**config.mk**
```make
export PLATFORM = sky130hd
export DESIGN_NAME = control_unit_mc
export DESIGN_NICKNAME = d
export VERILOG_FILES = /design/src/rtl/control_unit_mc.sv
export SDC_FILE = /design/constraint.sdc
export NUM_CORES = 1
export LEC_CHECK = 0
export BUFFER_PORTS_ARGS = -buffer_cell sky130_fd_sc_hd__buf_2
export CAP_MARGIN = 40
export CORE_ASPECT_RATIO = 0.9
export CORE_UTILIZATION = 43
export DETAILED_ROUTE_END_ITERATION = 16
export PLACE_DENSITY = 0.75
export SYNTH_ARGS = -nofsm -noshare
export SYNTH_HDL_FRONTEND = slang
export SYNTH_SLANG_ARGS = --single-unit
```
**constraint.sdc**
```tcl
create_clock -name clk -period 5.6 [get_ports clk]
set_clock_uncertainty 0.1 [all_clocks]
set_input_delay 0.28 -clock clk [delete_from_list [all_inputs] [get_ports clk]]
set_output_delay 0.28 -clock clk [all_outputs]
set_load 0.05 [all_outputs]
```
**src/rtl/control_unit_mc.sv**
```systemverilog
// Multi-cycle processor control unit: fetch/decode/execute/memory/writeback sequencing
// over Wishbone-style handshakes, with prioritised maskable interrupts, WFI and bus-timeout fault.
//
// state    | meaning
// ---------+-----------------------------------------------------------
// S_IDLE   | post-reset, one cycle before the first fetch
// S_FETCH  | instruction bus cycle, waiting for inst_ack_i
// S_DECODE | classify latched opcode, present ALU operation
// S_EXEC   | drive datapath for ALU/jump/branch/misc, then boundary check
// S_MEM    | data/port bus cycle, waiting for data_ack_i
// S_WB     | writeback of load result / PC advance, then boundary check
// S_INT    | interrupt entry, vector PC and mark in-service
// S_WAIT   | wait-for-interrupt, buses idle
// S_FAULT  | illegal opcode or bus timeout, held until reset
module control_unit_mc #(
   parameter int NUM_IRQ = 4,
   parameter int IRQ_W   = (NUM_IRQ > 1) ? $clog2(NUM_IRQ) : 1,
   parameter int TIMEOUT = 15,
   parameter int TO_W    = (TIMEOUT > 0) ? $clog2(TIMEOUT + 1) : 1
) (
   input  logic               clk,
   input  logic               rst,
   input  logic [NUM_IRQ-1:0] int_req,
   input  logic [NUM_IRQ-1:0] int_mask_i,
   input  logic               inst_ack_i,
   input  logic [6:0]         op_i,
   input  logic [2:0]         func_i,
   input  logic               data_ack_i,
   output logic               op2_c,
   output logic [3:0]         ALUOp_o,
   output logic               ALUEN_o,
   output logic               ALUFR_o,
   output logic               RegWrt_o,
   output logic [1:0]         RegMux_c,
   output logic               PCEN_o,
   output logic [3:0]         PCoper_o,
   output logic               ret_o,
   output logic               reti_o,
   output logic               int_o,
   output logic               stb_o,
   output logic               cyc_o,
   output logic               data_we_o,
   output logic               port_we_o,
   output logic               data_stb_o,
   output logic               data_cyc_o,
   output logic               int_ack_o,
   output logic [IRQ_W-1:0]   int_id_o,
   output logic               fault_o
);

   typedef enum logic [3:0] {
      S_IDLE, S_FETCH, S_DECODE, S_EXEC, S_MEM, S_WB, S_INT, S_WAIT, S_FAULT
   } state_t;

   typedef enum logic [3:0] {
      I_ALU, I_IMM, I_SHIFT, I_MEM, I_JUMP, I_BRANCH,
      I_NOP, I_RET, I_RETI, I_WFI, I_BAD
   } iclass_t;

   // Last counter value at which an ack is still accepted.
   localparam logic [TO_W-1:0] TO_LAST = (TIMEOUT > 0) ? TO_W'(TIMEOUT - 1) : '0;

   state_t           state_q, state_d;
   logic [6:0]       op_q, op_d;
   logic [2:0]       func_q, func_d;
   logic [TO_W-1:0]  to_cnt_q, to_cnt_d;
   logic             in_service_q, in_service_d;
   logic [IRQ_W-1:0] int_id_q, int_id_d;

   iclass_t          iclass;
   logic [NUM_IRQ-1:0] pending;
   logic [IRQ_W-1:0] first_id;
   logic             int_take;
   logic             to_expired;
   logic [3:0]       alu_op_sel;
   logic             op2_sel;

   assign pending    = int_req & int_mask_i;
   assign int_take   = (|pending) && !in_service_q;
   assign to_expired = (TIMEOUT > 0) && (to_cnt_q == TO_LAST);
   assign int_id_o   = int_id_q;

   always_comb begin
      first_id = '0;
      for (int i = NUM_IRQ - 1; i >= 0; i--) begin
         if (pending[i]) first_id = IRQ_W'(i);
      end
   end

   always_comb begin
      iclass = I_BAD;
      if (!op_q[6]) begin
         iclass = I_IMM;
      end else begin
         case (op_q)
            7'b1110000: iclass = I_ALU;
            7'b1100000: iclass = I_SHIFT;
            7'b1000000: iclass = I_MEM;
            7'b1111000: iclass = I_JUMP;
            7'b1111100: iclass = I_BRANCH;
            7'b1111110: begin
               case (func_q)
                  3'b000:  iclass = I_NOP;
                  3'b001:  iclass = I_RET;
                  3'b010:  iclass = I_RETI;
                  3'b011:  iclass = I_WFI;
                  default: iclass = I_BAD;
               endcase
            end
            default:    iclass = I_BAD;
         endcase
      end
   end

   always_comb begin
      alu_op_sel = 4'b0000;
      op2_sel    = 1'b0;
      case (iclass)
         I_ALU:   alu_op_sel = {1'b0, func_q};
         I_IMM: begin
            alu_op_sel = {1'b0, op_q[5:3]};
            op2_sel    = 1'b1;
         end
         I_SHIFT: alu_op_sel = {2'b10, func_q[1:0]};
         default: ;
      endcase
   end

   always_comb begin
      state_d      = state_q;
      op_d         = op_q;
      func_d       = func_q;
      to_cnt_d     = '0;
      in_service_d = in_service_q;
      int_id_d     = int_id_q;
      case (state_q)
         S_IDLE:   state_d = S_FETCH;
         S_FETCH: begin
            if (inst_ack_i) begin
               state_d = S_DECODE;
               op_d    = op_i;
               func_d  = func_i;
            end else if (to_expired) begin
               state_d = S_FAULT;
            end else begin
               to_cnt_d = to_cnt_q + 1'b1;
            end
         end
         S_DECODE: begin
            case (iclass)
               I_MEM:   state_d = S_MEM;
               I_BAD:   state_d = S_FAULT;
               default: state_d = S_EXEC;
            endcase
         end
         S_EXEC: begin
            if (iclass == I_WFI) begin
               state_d = S_WAIT;
            end else begin
               // The boundary check sees in_service as it stood before this reti.
               if (iclass == I_RETI) in_service_d = 1'b0;
               state_d = int_take ? S_INT : S_FETCH;
            end
         end
         S_MEM: begin
            if (data_ack_i) begin
               state_d = S_WB;
            end else if (to_expired) begin
               state_d = S_FAULT;
            end else begin
               to_cnt_d = to_cnt_q + 1'b1;
            end
         end
         S_WB:     state_d = int_take ? S_INT : S_FETCH;
         S_INT: begin
            in_service_d = 1'b1;
            state_d      = S_FETCH;
         end
         S_WAIT: begin
            if (|pending) state_d = in_service_q ? S_FETCH : S_INT;
         end
         S_FAULT:  state_d = S_FAULT;
         default:  state_d = S_IDLE;
      endcase
      if (state_d == S_INT) int_id_d = first_id;
   end

   always_comb begin
      op2_c      = 1'b0;
      ALUOp_o    = 4'b0000;
      ALUEN_o    = 1'b0;
      ALUFR_o    = 1'b0;
      RegWrt_o   = 1'b0;
      RegMux_c   = 2'b00;
      PCEN_o     = 1'b0;
      PCoper_o   = 4'b0000;
      ret_o      = 1'b0;
      reti_o     = 1'b0;
      int_o      = 1'b0;
      stb_o      = 1'b0;
      cyc_o      = 1'b0;
      data_we_o  = 1'b0;
      port_we_o  = 1'b0;
      data_stb_o = 1'b0;
      data_cyc_o = 1'b0;
      int_ack_o  = 1'b0;
      fault_o    = 1'b0;
      case (state_q)
         S_FETCH: begin
            cyc_o = 1'b1;
            stb_o = 1'b1;
         end
         S_DECODE: begin
            ALUOp_o = alu_op_sel;
            op2_c   = op2_sel;
         end
         S_EXEC: begin
            case (iclass)
               I_ALU, I_IMM, I_SHIFT: begin
                  ALUOp_o  = alu_op_sel;
                  op2_c    = op2_sel;
                  ALUEN_o  = 1'b1;
                  ALUFR_o  = 1'b1;
                  RegWrt_o = 1'b1;
                  RegMux_c = 2'b00;
                  PCEN_o   = 1'b1;
                  PCoper_o = 4'b0001;
               end
               I_JUMP: begin
                  PCEN_o   = 1'b1;
                  PCoper_o = 4'b0010;
               end
               I_BRANCH: begin
                  ALUEN_o  = 1'b1;
                  ALUOp_o  = 4'b1100;
                  PCEN_o   = 1'b1;
                  PCoper_o = {1'b1, func_q};
               end
               I_NOP, I_WFI: begin
                  PCEN_o   = 1'b1;
                  PCoper_o = 4'b0001;
               end
               I_RET: begin
                  ret_o    = 1'b1;
                  PCEN_o   = 1'b1;
                  PCoper_o = 4'b0100;
               end
               I_RETI: begin
                  reti_o   = 1'b1;
                  PCEN_o   = 1'b1;
                  PCoper_o = 4'b0101;
               end
               default: ;
            endcase
         end
         S_MEM: begin
            data_cyc_o = 1'b1;
            data_stb_o = 1'b1;
            if (func_q[0]) begin
               if (func_q[1]) port_we_o = 1'b1;
               else           data_we_o = 1'b1;
            end
         end
         S_WB: begin
            PCEN_o   = 1'b1;
            PCoper_o = 4'b0001;
            if (!func_q[0]) begin
               RegWrt_o = 1'b1;
               RegMux_c = 2'b01;
            end
         end
         S_INT: begin
            int_o     = 1'b1;
            int_ack_o = 1'b1;
            PCEN_o    = 1'b1;
            PCoper_o  = 4'b1000;
         end
         S_FAULT:  fault_o = 1'b1;
         default: ;
      endcase
   end

   always_ff @(posedge clk) begin
      if (!rst) begin
         state_q      <= S_IDLE;
         op_q         <= '0;
         func_q       <= '0;
         to_cnt_q     <= '0;
         in_service_q <= 1'b0;
         int_id_q     <= '0;
      end else begin
         state_q      <= state_d;
         op_q         <= op_d;
         func_q       <= func_d;
         to_cnt_q     <= to_cnt_d;
         in_service_q <= in_service_d;
         int_id_q     <= int_id_d;
      end
   end

endmodule

```
==> out/metrics.cfg, run 1 <==
[sta]
clock.fmax_ghz = 0.3403
slew_headroom_pct = 60.00
finalHoldViolCount = 0
tns_ps = 0
rsz0062_at_grt = false
min_period_ps = 2938
finalMaxSlewViolations = 0
tightest_slew_ps = 598.5
setup_viol = 0
holdWs_ps = 171.2
post-route-period-util_pct = 52.47

[synthesis]
ys_warn_count = 0
syn_nets = 229
synth-main-ff-cell = dfxtp_1
synth_edf_count = 0
syn-cell-area_sq_um = 1663
synth_top_cell_area_share_pct = 25.28
synth_area_leaders = dfxtp_1 25%, mux2i_1 7.2%, nor2b_1 5.6%
ys_types = 57
synth_area_per_cell_sq_um = 8.111
synth_seq_area_share_pct = 25.28
synth_largest_area_cell = dfxtp_1
synth-seq-cells = 21
async_reset_ff_share_pct = 0
synthCells = 205

[global_routing]
grt_max_degree = 18
grt_first_pass_wirelength_mm = 6.575
antenna_found_initial = 0
gr-total-overflow = 0
grt_use_total_pct = 20.67
grt_pass1_vias = 1387

[clocking]
tritoncts = yes
post_cts_buffers = 0
clk_latency_ps = 260
cts_max_level = 1
clk_pin_slew_worst_paths_ps = 70
ctsResizeCount = 0
clockRootBuffer = clkbuf_8
cts_buffers = 3
clkSinkCount = 21
max-clock-path-buffers = 2
cts_hold_buf = 0

[floorplan]
io_pins = 50
dieHeight_um = 61.00
start_util_pct = 44.88
die_w_um = 67.55
dieArea_sq_um = 4120
fp.coreArea_sq_um = 3705
num_rows = 21

[setup_path]
rrSetupSlack_ps = 3380
slowest_stage = dfxtp_1
worstPathRequired_ps = 5220
timing.critical_path.fanout_max = 10
timing.rr.start = op_q[6]
worst_r2r_endpoint = state_q[1]
cp_cell_sequence = or3b_4 > a211oi_4 > o2111ai_2 > or2_1 > o21ai_2 > buf_2
crit_path_max_incr_delay_ps = 520
worstPathArrival_ps = 2560
worst_setup_path_end_kind = output port
setup.worst_path.start_class = register
reg2regPathDepth = 5
path_class = register to output port

[outcome]
status = finished, final reports clean

[routing]
wl_per_cell_um = 13.85
ant_nets = 0
dr.pass1.iters = 4
drc = 0
vias_per_cell = 5.662
via_count = 1625
drt_iter0_markers = 129
routed_wl_mm = 3.976

[worst_hold_path]
hp-class = input port to register
hp-start = op_i[4]
min_to = op_q[4]
min_path_cells = 3

[place]
hpwl_mm = 3.014
gp_congestion = 0.8651
io_buffers = 48

[pwr]
pwr_density_cell_nw_per_um2 = 220.7
vdd_drop_max_mv = 0.09880
p_leak_uw = 0.0008189

[finish]
drive_gt1_share_pct = 27.39
diodes = 0
final_util_pct = 50.73
syn2layout_area_growth_pct = 13.02
nets = 266

[flow_run]
max_cap_viol_count = 0

==> worst max-delay path by stage <==
stage / start / end / slack (ps) / cells after the start
after floorplan: state_q[1] / data_we_o / 2040 / 4
after global placement: op_q[2] / ALUOp_o[2] / 3010 / 6
after detailed placement: op_q[2] / ALUOp_o[2] / 2960 / 6
after CTS: op_q[2] / ALUOp_o[2] / 2670 / 6
after global routing: op_q[2] / ALUEN_o / 2540 / 6
final: op_q[2] / ALUOp_o[2] / 2660 / 6
==> cell type report <==
| cell class | count | area (sq um) |
|---|---|---|
| Clock buffer | 4 | 45.04 |
| Inverter | 8 | 30.03 |
| Timing Repair Buffer | 49 | 244.0 |
| Tap cell | 46 | 57.56 |
| Sequential cell | 21 | 420.4 |
| Multi-Input combinational cell | 159 | 1082 |
| Fill cell | 371 | 1826 |
==> logic make-up (layout without fill, tap and decap cells) <==
logic type                 after synthesis  in the layout  share of synthesized area, %
and+or+nand+nor                         86             86                         29.05
AOI/OAI and AO/OA                       56             56                         26.04
buffers and inverters                   25             61                         9.631
DFF                                     21             21                         25.28
muxes                                   12             12                         7.224
adders and majority gates                2              2                         1.505
xor gates and xnor gates                 2              2                         1.054
other                                    1              1                        0.2255
==> cells in the final DEF (no fill, tap or decap), types with 4 or more instances in the layout <==
cell / synthesis / layout
nor2_1: 14 / 14
nor2b_1: 15 / 15
nand3_1: 4 / 4
nor3_1: 7 / 7
a31oi_1: 5 / 5
o21ai_0: 5 / 5
mux2i_1: 12 / 12
a211oi_1: 4 / 4
a22oi_1: 5 / 5
a21oi_1: 13 / 13
and3_1: 4 / 4
buf_2: 1 / 48
nand2_1: 16 / 16
nand3b_1: 5 / 5
dfxtp_1: 21 / 21
inv_1: 8 / 8
==> per-layer routing <==
metal | vias to the layer above | GRT usage, % | wire length, um
met5 | - | 0 | 0
met2 | 50 | 30.69 | 1717
li1 | 814 | - | -
met1 | 759 | 31.45 | 2022
met4 | 0 | 6.383 | 23
met3 | 2 | 1.316 | 212
==> through the flow <==
stage               setup WS (ps)  total power [uW]  std cells  cell area, sq um
CTS                          2673             415.6        287              1879
detailed placement           2965             318.3        283              1834
floorplan                    2040             294.5        205              1663
global route                 2541             436.4        287              1879
global placement             3009             316.2        282              1831
finish                       2662             414.7        287              1879
==> flip-flops by register name, summed over array words and instances, names as in the netlist <==
signal,flops
to_cnt_q,4
in_service_q,1
int_id_o,2
op_q,7
func_q,3
state_q,4
==> cells in the mapped netlist (4+ instances only) <==
cell	n
mux2i_1	12
nand3b_1	5
buf_4	5
nor3_1	7
a31oi_1	5
clkbuf_1	5
nand3_1	4
inv_1	8
a21oi_1	13
nor2b_1	15
nor2_1	14
and3_1	4
dfxtp_1	21
a211oi_1	4
o21ai_0	5
a22oi_1	5
nand2_1	16
==> critical path, delay by kind of cell, from the launching register on <==
kind | cells | cell delay, ps
AOI/OAI and AO/OA | 3 | 670
buffers and inverters | 1 | 270
DFF | 1 | 520
and+or+nand+nor | 2 | 830
==> where the power goes <==
group / internal, uW / switching [uW] / leakage, uW
clock: 50.7 / 48.5 / 0.0000228
combinational: 46.2 / 87.9 / 0.000626
sequential: 159 / 22.3 / 0.000171
total: 256 / 159 / 0.000819
Note: power is estimated with default switching activity, not from simulation.
==> run 2, diff against run 1 <==
==> constraint.sdc (replaced) <==
create_clock -name clk -period 2.8 [get_ports clk]
set_clock_uncertainty 0.1 [all_clocks]
set_input_delay 0.14 -clock clk [delete_from_list [all_inputs] [get_ports clk]]
set_output_delay 0.14 -clock clk [all_outputs]
set_load 0.05 [all_outputs]
==> out/metrics.cfg, run 2 (synthesized netlist as in run 1, its figures left out) <==
[setup_path]
crit_cells = 6  ; unchanged
worst_setup_path_end_kind = output port  ; unchanged
cp-startpoint = op_q[2]  ; unchanged
crit_path_max_incr_delay_ps = 440  ; was 520 ps
timing.rr.start = op_q[6]  ; unchanged
worst_r2r_endpoint = state_q[1]  ; unchanged
timing.critical_path.fanout_max = 10  ; unchanged
path_class = register to output port  ; unchanged
rrSetupSlack_ps = 770  ; was 3380 ps
slowest_stage = or3b_4  ; was dfxtp_1
cp_num_buf_inv = 1  ; unchanged
cp_cell_sequence = or3b_4 > a211oi_4 > o2111ai_2 > or2_1 > o21ai_2 > buf_2  ; unchanged
crit_end = ALUOp_o[2]  ; unchanged
reg2regPathDepth = 5  ; unchanged
worstPathRequired_ps = 2560  ; was 5220 ps
worstPathArrival_ps = 2430  ; was 2560 ps
cpLargestDelayFamily = simple AND/OR/NAND/NOR gates  ; unchanged
setup.worst_path.start_class = register  ; unchanged

[floorplan]
num_rows = 21  ; unchanged
die_w_um = 67.55  ; unchanged
fp.coreArea_sq_um = 3705  ; unchanged
dieHeight_um = 61.00  ; unchanged
start_util_pct = 44.88  ; unchanged
dieArea_sq_um = 4120  ; unchanged
io_pins = 50  ; unchanged

[place]
hpwl_mm = 3.083  ; was 3.014 mm
dp.cells = 285  ; was 283
io_buffers = 48  ; unchanged
gp_congestion = 0.8832  ; was 0.8651

[routing]
wl_per_cell_um = 14.01  ; was 13.85 um
drt_iter0_markers = 100  ; was 129
routed_wl_mm = 4.050  ; was 3.976 mm
dr.pass1.iters = 5  ; was 4
drc = 0  ; unchanged
ant_nets = 0  ; unchanged
vias_per_cell = 5.671  ; was 5.662
via_count = 1639  ; was 1625

[global_routing]
met2_usage_pct = 30.69  ; unchanged
gr-total-overflow = 0  ; unchanged
grt_first_pass_wirelength_mm = 6.341  ; was 6.575 mm
grt_use_total_pct = 20.31  ; was 20.67%
grtUsageMet1_pct = 29.11  ; was 31.45%
grt_max_degree = 18  ; unchanged
grt_pass1_vias = 1362  ; was 1387
top_usage_layer = met2  ; was met1
grt_util_met3_pct = 2.444  ; was 1.316%
antenna_found_initial = 0  ; unchanged

[sta]
finalHoldViolCount = 0  ; unchanged
setup_viol = 0  ; unchanged
clock.fmax_ghz = 0.3745
min_period_ps = 2670
slew_headroom_pct = 58.84  ; was 60.00%
tns_ps = 0  ; unchanged
post-route-period-util_pct = 95.36
tightest_slew_ps = 612.3  ; was 598.5 ps
finalMaxSlewViolations = 0  ; unchanged
rsz0062_at_grt = false  ; unchanged

[pwr]
pwr_density_cell_nw_per_um2 = 441.4  ; was 220.7 nW/um^2
p_leak_uw = 0.0008357  ; was 0.0008189 uW
vdd_drop_max_mv = 0.2552  ; was 0.09880 mV

[finish]
largest_reg_flops = 7  ; unchanged
final_common_cell = buf_2  ; unchanged
layoutNonFillerInstCount = 289  ; was 287
top_regs = op_q: 7 flops, state_q: 4 flops, to_cnt_q: 4 flops  ; unchanged
largest-register = op_q  ; unchanged
layout_common_cells = 48 x buf_2, 19 x dfxtp_1, 16 x nand2_1  ; was 48 x buf_2, 21 x dfxtp_1, 16 x nand2_1
fillers = 379  ; was 371
syn2layout_area_growth_pct = 14.67  ; was 13.02%
drive_gt1_share_pct = 29.63  ; was 27.39%
diodes = 0  ; unchanged
nets = 268  ; was 266

[clocking]
clk_latency_ps = 270  ; was 260 ps
tritoncts = yes  ; unchanged
clk_pin_slew_worst_paths_ps = 70  ; about the same
clkSinkCount = 21  ; unchanged
cts_hold_buf = 0  ; unchanged
cts_buffers = 3  ; unchanged
clockRootBuffer = clkbuf_8  ; unchanged
cts_max_level = 1  ; unchanged
post_cts_buffers = 0  ; unchanged
max-clock-path-buffers = 2  ; unchanged

[outcome]
status = finished, final reports clean  ; unchanged

[flow_run]
max_cap_viol_count = 0  ; unchanged

[worst_hold_path]
hp-class = input port to register  ; unchanged

## run 2: changes by cell type in the layout (fill, tap and decap cells not counted)
| cell | before | now |
|---|---|---|
| dfxtp_1 | 21 | 19 |
| buf_4 | 0 | 3 |
| nor4_1 | 2 | 1 |
| nor4_2 | 0 | 1 |
| buf_1 | 1 | 0 |
| dfxtp_2 | 0 | 2 |
## run 2: where the power goes
group / leakage, uW / switching, uW / internal [uW] / total [uW]
clock network: 0.0000228 / 102 / 102 / 204
logic: 0.000641 / 184 / 96.5 / 281
registers: 0.000172 / 38.2 / 319 / 357
total: 0.000836 / 325 / 517 / 842
## run 2: worst min-delay path: stages
cell	delay [ps]
buf_2	70
mux2i_1	50
nor2b_1	90
## run 2: repair_timing
| action | in CTS | in global routing |
|---|---|---|
| gates resized for setup | 0 | 2 |
| hold endpoints to repair | 0 | 0 |
| endpoints found under the setup margin | 0 | 8 |
## run 2: worst min path at each step
stage              start  cells past startpoint         to  slack [ps]
5_1_grt          op_i[3]                      3    op_q[3]          50
2_1_floorplan        rst                      1  func_q[2]         170
4_1_cts          op_i[3]                      3    op_q[3]          30
6_report         op_i[3]                      3    op_q[3]          30
3_5_place_dp     op_i[3]                      3    op_q[3]         300
3_3_place_gp   func_i[0]                      3  func_q[0]         300
## run 2: final cells by class
cell class / instances / area (sq um) / area share (%)
clock buffers: 4 / 45.04 / 2.362
inverters: 8 / 30.03 / 1.575
multi-input cells: 159 / 1089 / 57.09
flip-flops and latches: 21 / 422.9 / 22.18
well taps: 46 / 57.56 / 3.018
repair buffers: 51 / 262.8 / 13.78
## run 2: stage by stage
step / power, uW / hold slack, ps / worst slack [ps] / util, % / instance area (sq um)
floorplan: 590.2 / 168.2 / 50.58 / - / 1669
global placement: 638.8 / 295.6 / 364.8 / 50.19 / 1859
finish: 841.6 / 31.61 / 130.0 / 51.47 / 1907
CTS: 840.7 / 30.95 / 29.84 / 51.40 / 1904
global route: 882.3 / 45.39 / 13.88 / 51.47 / 1907
detailed placement: 641.2 / 303.3 / 335.1 / 50.19 / 1859
## run 2: per-layer routing
metal  share of wire (%)  wire, um  vias to the layer above
met1                  50      2025                      758
met2                  42      1713                       59
met5                   0         0                        -
met3                 6.3       254                        5
li1                    -         -                      817
met4                 1.4        57                        0
